===== config.mk =====
export PLATFORM = sky130hd
export DESIGN_NAME = subservient_ram_arbiter
export DESIGN_NICKNAME = d
export VERILOG_FILES = /design/src/rtl/subservient_rr_arb2.sv /design/src/rtl/subservient_ram_arbiter.sv
export SDC_FILE = /design/constraint.sdc
export NUM_CORES = 1
export LEC_CHECK = 0
export BUFFER_PORTS_ARGS = -buffer_cell sky130_fd_sc_hd__buf_4
export CORE_ASPECT_RATIO = 0.5
export CORE_MARGIN = 3
export CORE_UTILIZATION = 34
export DETAILED_ROUTE_END_ITERATION = 6
export GPL_TIMING_DRIVEN = 0
export PLACE_DENSITY = 0.6
export SLEW_MARGIN = 10
export SYNTH_ARGS = -nofsm -noshare
export SYNTH_HDL_FRONTEND = slang
export SYNTH_SLANG_ARGS = --single-unit

===== constraint.sdc =====
create_clock -name i_clk -period 3.8 [get_ports i_clk]
set_input_delay 0.38 -clock i_clk [delete_from_list [all_inputs] [get_ports i_clk]]
set_output_delay 0.38 -clock i_clk [all_outputs]
set_load 0.01 [all_outputs]

===== src/rtl/subservient_rr_arb2.sv =====
// Two-way round-robin arbiter with a last-grant register.
// Ties go to the requester that was not granted last; reset favours A.
module subservient_rr_arb2 (
    input  logic       i_clk,
    input  logic       i_rst_n,
    input  logic [1:0] i_req,
    input  logic       i_advance,
    output logic [1:0] o_gnt
);

    logic last_q;

    always_comb begin
        o_gnt = i_req;
        if (i_req == 2'b11)
            o_gnt = last_q ? 2'b01 : 2'b10;
    end

    always_ff @(posedge i_clk or negedge i_rst_n) begin
        if (!i_rst_n)
            last_q <= 1'b1;
        else if (i_advance && |i_req)
            last_q <= o_gnt[1];
    end

endmodule


===== src/rtl/subservient_ram_arbiter.sv =====
// Shares a byte-wide SRAM between two 32-bit Wishbone requesters,
// sequencing every granted word access as four byte cycles.
module subservient_ram_arbiter #(
    parameter int aw = 10
) (
    input  logic          i_clk,
    input  logic          i_rst_n,
    input  logic [aw-1:0] i_a_adr,
    input  logic [31:0]   i_a_dat,
    input  logic [3:0]    i_a_sel,
    input  logic          i_a_we,
    input  logic          i_a_stb,
    output logic [31:0]   o_a_rdt,
    output logic          o_a_ack,
    input  logic [aw-1:0] i_b_adr,
    input  logic [31:0]   i_b_dat,
    input  logic [3:0]    i_b_sel,
    input  logic          i_b_we,
    input  logic          i_b_stb,
    output logic [31:0]   o_b_rdt,
    output logic          o_b_ack,
    output logic [aw-1:0] o_sram_waddr,
    output logic [7:0]    o_sram_wdata,
    output logic          o_sram_wen,
    output logic [aw-1:0] o_sram_raddr,
    output logic          o_sram_ren,
    input  logic [7:0]    i_sram_rdata
);

    localparam logic [2:0] LAST_BYTE = 3'd3;
    localparam logic [2:0] RD_DRAIN  = 3'd4;

    typedef enum logic [1:0] {IDLE, WR, RD, ACK} state_e;

    state_e         state_q, state_d;
    logic [2:0]     cnt_q, cnt_d;
    logic [aw-3:0]  wadr_q, wadr_d;
    logic [31:0]    dat_q, dat_d;
    logic [3:0]     sel_q, sel_d;
    logic           we_q, we_d;
    logic           own_q, own_d;
    logic [31:0]    rbuf_q, rbuf_d;
    logic [aw-1:0]  waddr_q, waddr_d, raddr_q, raddr_d;
    logic [7:0]     wdata_q, wdata_d;
    logic           wen_q, wen_d, ren_q, ren_d;
    logic           a_ack_q, a_ack_d, b_ack_q, b_ack_d;
    logic [31:0]    a_rdt_q, a_rdt_d, b_rdt_q, b_rdt_d;
    logic [1:0]     gnt;
    logic [1:0]     lane;
    logic           unused_adr;

    assign unused_adr = ^{i_a_adr[1:0], i_b_adr[1:0]};

    subservient_rr_arb2 u_arb (
        .i_clk     (i_clk),
        .i_rst_n   (i_rst_n),
        .i_req     ({i_b_stb, i_a_stb}),
        .i_advance (state_q == IDLE),
        .o_gnt     (gnt)
    );

    always_comb begin
        state_d = state_q;
        cnt_d   = cnt_q;
        wadr_d  = wadr_q;
        dat_d   = dat_q;
        sel_d   = sel_q;
        we_d    = we_q;
        own_d   = own_q;
        rbuf_d  = rbuf_q;
        waddr_d = waddr_q;
        wdata_d = wdata_q;
        raddr_d = raddr_q;
        wen_d   = 1'b0;
        ren_d   = 1'b0;
        a_ack_d = 1'b0;
        b_ack_d = 1'b0;
        a_rdt_d = a_rdt_q;
        b_rdt_d = b_rdt_q;
        // Read data lags the issued address by one cycle
        lane    = cnt_q[1:0] - 2'd1;
        unique case (state_q)
            IDLE: begin
                if (|gnt) begin
                    own_d   = gnt[1];
                    wadr_d  = gnt[1] ? i_b_adr[aw-1:2] : i_a_adr[aw-1:2];
                    dat_d   = gnt[1] ? i_b_dat : i_a_dat;
                    sel_d   = gnt[1] ? i_b_sel : i_a_sel;
                    we_d    = gnt[1] ? i_b_we : i_a_we;
                    cnt_d   = 3'd0;
                    state_d = we_d ? WR : RD;
                end
            end
            WR: begin
                cnt_d = cnt_q + 3'd1;
                if (cnt_q == LAST_BYTE)
                    state_d = ACK;
            end
            RD: begin
                cnt_d = cnt_q + 3'd1;
                if (cnt_q != 3'd0)
                    rbuf_d[{lane, 3'b000} +: 8] = i_sram_rdata;
                if (cnt_q == RD_DRAIN)
                    state_d = ACK;
            end
            ACK: state_d = IDLE;
            default: state_d = IDLE;
        endcase

        if (state_d == WR) begin
            waddr_d = {wadr_d, cnt_d[1:0]};
            wdata_d = dat_d[{cnt_d[1:0], 3'b000} +: 8];
            wen_d   = sel_d[cnt_d[1:0]];
        end
        if (state_d == RD && !cnt_d[2]) begin
            raddr_d = {wadr_d, cnt_d[1:0]};
            ren_d   = 1'b1;
        end
        if (state_d == ACK) begin
            a_ack_d = !own_d;
            b_ack_d = own_d;
            if (!we_d && own_d)
                b_rdt_d = rbuf_d;
            if (!we_d && !own_d)
                a_rdt_d = rbuf_d;
        end
    end

    always_ff @(posedge i_clk or negedge i_rst_n) begin
        if (!i_rst_n) begin
            state_q <= IDLE;
            cnt_q   <= '0;
            wadr_q  <= '0;
            dat_q   <= '0;
            sel_q   <= '0;
            we_q    <= 1'b0;
            own_q   <= 1'b0;
            rbuf_q  <= '0;
            waddr_q <= '0;
            wdata_q <= '0;
            wen_q   <= 1'b0;
            raddr_q <= '0;
            ren_q   <= 1'b0;
            a_ack_q <= 1'b0;
            b_ack_q <= 1'b0;
            a_rdt_q <= '0;
            b_rdt_q <= '0;
        end else begin
            state_q <= state_d;
            cnt_q   <= cnt_d;
            wadr_q  <= wadr_d;
            dat_q   <= dat_d;
            sel_q   <= sel_d;
            we_q    <= we_d;
            own_q   <= own_d;
            rbuf_q  <= rbuf_d;
            waddr_q <= waddr_d;
            wdata_q <= wdata_d;
            wen_q   <= wen_d;
            raddr_q <= raddr_d;
            ren_q   <= ren_d;
            a_ack_q <= a_ack_d;
            b_ack_q <= b_ack_d;
            a_rdt_q <= a_rdt_d;
            b_rdt_q <= b_rdt_d;
        end
    end

    assign o_sram_waddr = waddr_q;
    assign o_sram_wdata = wdata_q;
    assign o_sram_wen   = wen_q;
    assign o_sram_raddr = raddr_q;
    assign o_sram_ren   = ren_q;
    assign o_a_ack      = a_ack_q;
    assign o_b_ack      = b_ack_q;
    assign o_a_rdt      = a_rdt_q;
    assign o_b_rdt      = b_rdt_q;

endmodule


### Word level (Yosys, flattened, before mapping)

Cells that the tools add are included.

| storage, ports and cells | value |
|---|---|
| flip-flop bits (word level) | 180 |
| bits of input ports | 106 |
| output and inout port bits | 96 |

| operators by class | value |
|---|---|
| add/sub/neg operators | 3 |
| shift-type cells | 3 |
| reduce and logical (&&, ||, !) cells | 14 |
| equal/unequal tests | 9 |
| muxes and demuxes | 32 |
| order comparisons | 1 |

Operator list:

| cell | number |
|---|---|
| $mux 32 | 5 |
| $bwmux 32 | 1 |
| $shift 8x7->32 const A | 1 |
| $shiftx 32x6->8 | 1 |
| $shiftx 8x7->32 | 1 |
| $mux 8 | 3 |
| $mux 2 | 6 |
| $mux 4 | 3 |
| $eq 2x2->1 const B | 5 |
| $mux 1 | 10 |
| $pmux 2 s4 | 1 |
| $neg 5->7 | 1 |
| $pmux 3 s2 | 1 |
| $reduce_or 2->1 | 3 |
| $eq 2x1->1 const B | 2 |
| $logic_and 1x1->1 | 4 |
| $reduce_and 2->1 | 2 |
| $add 3x1->3 const B | 1 |
| $eq 3x2->1 const B | 1 |
| $eq 3x3->1 const B | 1 |
| $logic_not 1->1 | 3 |
| $lt 2x3->1 const B | 1 |
| $mux 3 | 1 |
| $reduce_bool 3->1 | 1 |
| other kinds (3) | 3 |

### Depth between registers and ports, before layout

| depth | value |
|---|---|
| word-level depth | 9 |
| mapped depth | 11 |
| mapped depth without buffers | 8 |

### Modules after synthesis

Synthesis repeated with hierarchy kept, for this count alone.

| second synthesis, totals | value |
|---|---|
| cell total of the unflattened synthesis | 645 |
| area, all modules | 7,734.9 sq um |

By module, submodules not included:

| module | area an instance (sq um) | instances | sequential area each (sq um) | cells each |
|---|---|---|---|---|
| subservient_ram_arbiter | 7,678.6 | 1 | 4,479.3 | 639 |
| subservient_rr_arb2 | 56.3 | 1 | 26.3 | 6 |

### Worst setup path after synthesis

OpenSTA, ideal clock, no wires.

| path | value |
|---|---|
| path type | flip-flop to flip-flop |
| from | reg cnt_q[0] |
| to | reg b_rdt_q[10], in the netlist o_b_rdt[10] |
| path buffers | 2 |
| slack | 1.191 ns |
| setup time | 0.125 ns |
| stages on the path, launching flop included | 11 |
| data arrival time | 2.484 ns |
| cell sequence | dfrtp_1 clkbuf_1 inv_1 ha_1 nand3_2 and3_1 a211o_1 nand3b_4 nor2_4 buf_4 mux2_2 |

| between the ends | value |
|---|---|
| longest elaborated chain between the ends | 6 |
| elaborated cells between the ends (all ways) | 15 |

Ends and longest elaborated chain:

| element | RTL line | source |
|---|---|---|
| from (decl) | subservient_ram_arbiter.sv:36 | `logic [2:0] cnt_q, cnt_d;` |
| from (signal assigned) | subservient_ram_arbiter.sv:150 | `cnt_q <= cnt_d;` |
| $sub 2x1->2 | subservient_ram_arbiter.sv:81 | `lane = cnt_q[1:0] - 2'd1;` |
| $neg 5->7 | subservient_ram_arbiter.sv:102 | `rbuf_d[{lane, 3'b000} +: 8] = i_sram_rdata;` |
| $shiftx 8x7->32 or $shift 8x7->32 (tied branches) | subservient_ram_arbiter.sv:102 |  |
| $bwmux 32 | subservient_ram_arbiter.sv:102 |  |
| $mux 32 | subservient_ram_arbiter.sv:101 | `if (cnt_q != 3'd0)` |
| $mux 32 | subservient_ram_arbiter.sv:82 | `unique case (state_q)` |
| to (signal assigned) | subservient_ram_arbiter.sv:165 | `b_rdt_q <= b_rdt_d;` |
| to (decl) | subservient_ram_arbiter.sv:47 | `logic [31:0] a_rdt_q, a_rdt_d, b_rdt_q, b_rdt_d;` |

Several ways; a longest one is shown, not always the timed one.
A chain may end at the register's enable or synchronous reset.

### Worst setup path in the final report

| path | value |
|---|---|
| from | reg cnt_q[0] |
| to | reg b_rdt_q[20], in the netlist o_b_rdt[20] |

| between the ends | value |
|---|---|
| longest elaborated chain between the ends | 6 |
| elaborated cells between the ends (all ways) | 15 |

Ends and longest elaborated chain:

| element | RTL line | source |
|---|---|---|
| $sub 2x1->2 | subservient_ram_arbiter.sv:81 |  |
| $neg 5->7 | subservient_ram_arbiter.sv:102 |  |
| $shiftx 8x7->32 or $shift 8x7->32 (tied branches) | subservient_ram_arbiter.sv:102 |  |
| $bwmux 32 | subservient_ram_arbiter.sv:102 |  |
| $mux 32 * | subservient_ram_arbiter.sv:101 |  |
| $mux 32 * | subservient_ram_arbiter.sv:82 |  |
| net rbuf_d[20] | subservient_ram_arbiter.sv:42 | `logic [31:0] rbuf_q, rbuf_d;` |

The timed path passes the listed nets; every way through them passes the cells marked *.

==> results.sh <==
export IMPL_status="finished clean"
export IMPL_max_freq_mhz=287
export IMPL_grt_max_degree=106
export IMPL_dp_cells=1134
export IMPL_syn2layout_area_growth_pct=32.2
export IMPL_drt_wirelength_per_cell_um=17.8
export IMPL_crit_family="simple AND/OR/NAND/NOR gates"
export IMPL_topRoutingLayerUsed="met4"
export IMPL_met1Wirelength_um=9510
export IMPL_worst_r2r_endpoint="o_b_rdt[20]$_DFFE_PN0P_"
export IMPL_endpoint="o_b_rdt[20]$_DFFE_PN0P_"
export IMPL_slowest_stage="nor3_1"
export IMPL_drtPass1Iterations=5
export IMPL_drv_cap=0
export IMPL_synth_mux_area_frac=0.145
export IMPL_cp_max_fo=10
export IMPL_post_cts_buffers=0
export IMPL_start_util=0.351
export IMPL_drt_iter0_markers=298
export IMPL_synth_top_family_by_area="multiplexers"
export IMPL_reg2reg_depth=8
export IMPL_place_hpwl_um=15200
export IMPL_antenna_found_initial=1
export IMPL_num_rows=38
export IMPL_critPathMaxStageDelay_ps=770
export IMPL_yosys_area_share_simple=0.106
export IMPL_clock_sinks=180
export IMPL_power_leakage_nw=4.64
export IMPL_wirelength_um=20800
export IMPL_routed_wl_met2_um=10300
export IMPL_critical_path_arrival_ps=3850
export IMPL_crit_chain="clkbuf_1 -> inv_1 -> ha_1 -> nand2b_1 -> nor3_1 -> nand2_1 -> o21ai_0 -> mux2_2"
export IMPL_synthAdderAreaFrac=0.0179
export IMPL_cp_depth=8
export IMPL_synth_seq_cells=180
export IMPL_cp_start_kind="register"
export IMPL_portBuffers=195
export IMPL_synth_edf_count=0
export IMPL_slew_headroom=0.292
export IMPL_netlist_area_um2=7700
export IMPL_io_pins=202
export IMPL_final_common_cell="buf_4"
export IMPL_avgViaCountPerCell=4.85
export IMPL_p_per_area_nw_per_um2=908
export IMPL_ant_nets=0
export IMPL_cts_made_buffers=17
export IMPL_hp_class="input pin to register"
export IMPL_grt_pass1_wl_um=32700
export IMPL_worstMarginPinSlew_ps=1060
export IMPL_r2r_start="cnt_q[0]$_DFF_PN0_"
export IMPL_async_flop_share=1.00
export IMPL_synth_nets=755
export IMPL_cp_startpoint="cnt_q[0]$_DFF_PN0_"
export IMPL_drc_errors=0
export IMPL_gp_congestion=0.862
export IMPL_clockBufferDepth=2
export IMPL_die_width_um=219
export IMPL_final_cells=1168
export IMPL_die_area_um2=24600
export IMPL_die_h_um=112
export IMPL_ys_types=52
export IMPL_synth_ff_type="dfrtp_1"
export IMPL_period_needed_ps=3480
export IMPL_yosysSeqAreaShare=0.585
export IMPL_final_cell_mix="buf_4, dfrtp_1, nand2_1"
export IMPL_gr_usage_all_layers=0.173
export IMPL_htree_levels=4
export IMPL_cts_root_buffer="clkbuf_16"
export IMPL_met3_length_um=737
export IMPL_synth_warnings=0
export IMPL_syn_instance_count=638
export IMPL_hold_violations=0
export IMPL_cp_end_kind="register"
export IMPL_clk_latency_ps=430
export IMPL_setup_viol=0
export IMPL_drive_gt1_frac=0.369
export IMPL_ir_drop_v=0.000315
export IMPL_path_class="register to register"
export IMPL_cp_required_ps=4170
export IMPL_finalClockSkew_ps=9.62
export IMPL_layout_nets=971
export IMPL_grt_pass1_vias=5823
export IMPL_fin_crit_sh=0.917
export IMPL_drv_slew=0
export IMPL_core_area_um2=22000
export IMPL_avgSynthCellArea_um2=12.1
export IMPL_worstPathBufferInverterCount=2
export IMPL_ff2ff_setup_slack_ps=320
export IMPL_num_vias=5660
export IMPL_grt_overflow=0
export IMPL_rsz0062_at_grt="false"
export IMPL_cts_tree="built"
export IMPL_synth_compound_area_share=0.117
export IMPL_finalSetupTns_ps=0
export IMPL_path_clk_slew_ps=70
export IMPL_cts_resized=0
export IMPL_synth_xor_area_frac=0
metal layers:
metal / up-vias / track usage
li1: 2705 / -
met1: 2819 / 0.234
met2: 118 / 0.284
met3: 18 / 0.0360
met4: 0 / 0.0444
met5: - / 0
how the worst min path moves through the flow:
| stage | from | end | cells after the start |
|---|---|---|---|
| finish | i_b_dat[0] | dat_q[0]$_DFF_PN0_ | 2 |
| global route | i_b_dat[2] | dat_q[2]$_DFF_PN0_ | 2 |
| CTS | i_b_dat[0] | dat_q[0]$_DFF_PN0_ | 2 |
| detailed placement | i_rst_n | o_a_rdt[7]$_DFFE_PN0P_ | 1 |
| global placement | dat_q[29]$_DFF_PN0_ | dat_q[29]$_DFF_PN0_ | 2 |
| floorplan | i_rst_n | cnt_q[0]$_DFF_PN0_ | 0 |
where the power goes:
part	total [mW]	internal, mW	switching (mW)	leakage [nW]
combinational	4.31	2.00	2.31	2.22
sequential	3.17	2.79	0.383	2.13
clock	1.77	0.996	0.776	0.289
total	9.25	5.78	3.47	4.64
cell type report:
cell class                 instances  area, µm²
buffer                            31        188
timing repair buffer             197       1510
inverter                          10       37.5
clock inverter                    13        148
fill                            2078      11800
sequential                       180       4510
antenna                            1       2.50
tap                              300        375
clock buffer                      19        443
multi-input combinational        417       2980
metrics by stage:
stage | setup WS [ps] | util | hold slack [ps] | instance area [µm²] | total power, mW
3_5_place_dp | 350 | 0.436 | 395 | 9580 | 7.53
3_3_place_gp | 446 | 0.434 | 462 | 9540 | 7.40
6_report | 316 | 0.464 | 193 | 10200 | 9.25
4_1_cts | 332 | 0.463 | 174 | 10200 | 9.34
5_1_grt | 44.4 | 0.464 | 189 | 10200 | 9.88
2_1_floorplan | 1190 | - | 84.4 | 7700 | 5.85
synthesized netlist by cell type, types with 9 or more instances:
cell	n	area [µm²]
a22o_1	9	78.8
buf_2	9	45.0
dfrtp_1	179	4480
ha_1	11	138
inv_1	9	33.8
mux2_1	31	349
mux2_2	54	608
mux2i_1	16	160
nand2_1	78	293
nor2_1	69	259
o21ai_0	42	210
o22ai_1	29	181
cells by family (layout without fill, tap and decap cells):
kind of cell / Yosys count / count (layout)
buffers and inverters: 41 / 270
AND/OR/NAND/NOR: 178 / 178
other: 0 / 1
AO/OA/AOI/OAI: 127 / 127
adder cells (fa/ha/maj): 11 / 11
multiplexers: 101 / 101
flip-flops: 180 / 180
what timing repair did:
item | 4_1_cts | 5_1_grt
setup endpoints to repair | 0 | 0
hold buffers | 1 | 0
hold endpoints to repair | 75 | 0
registers in the layout, indices dropped and copies added (netlist names), 2 cells and up:
signal,cells
dat_q,32
o_a_rdt,32
o_b_rdt,32
rbuf_q,32
o_sram_raddr,10
o_sram_waddr,10
o_sram_wdata,8
wadr_q,8
sel_q,4
cnt_q,3
state_q,2
Note: power is estimated with default switching activity, not from simulation.
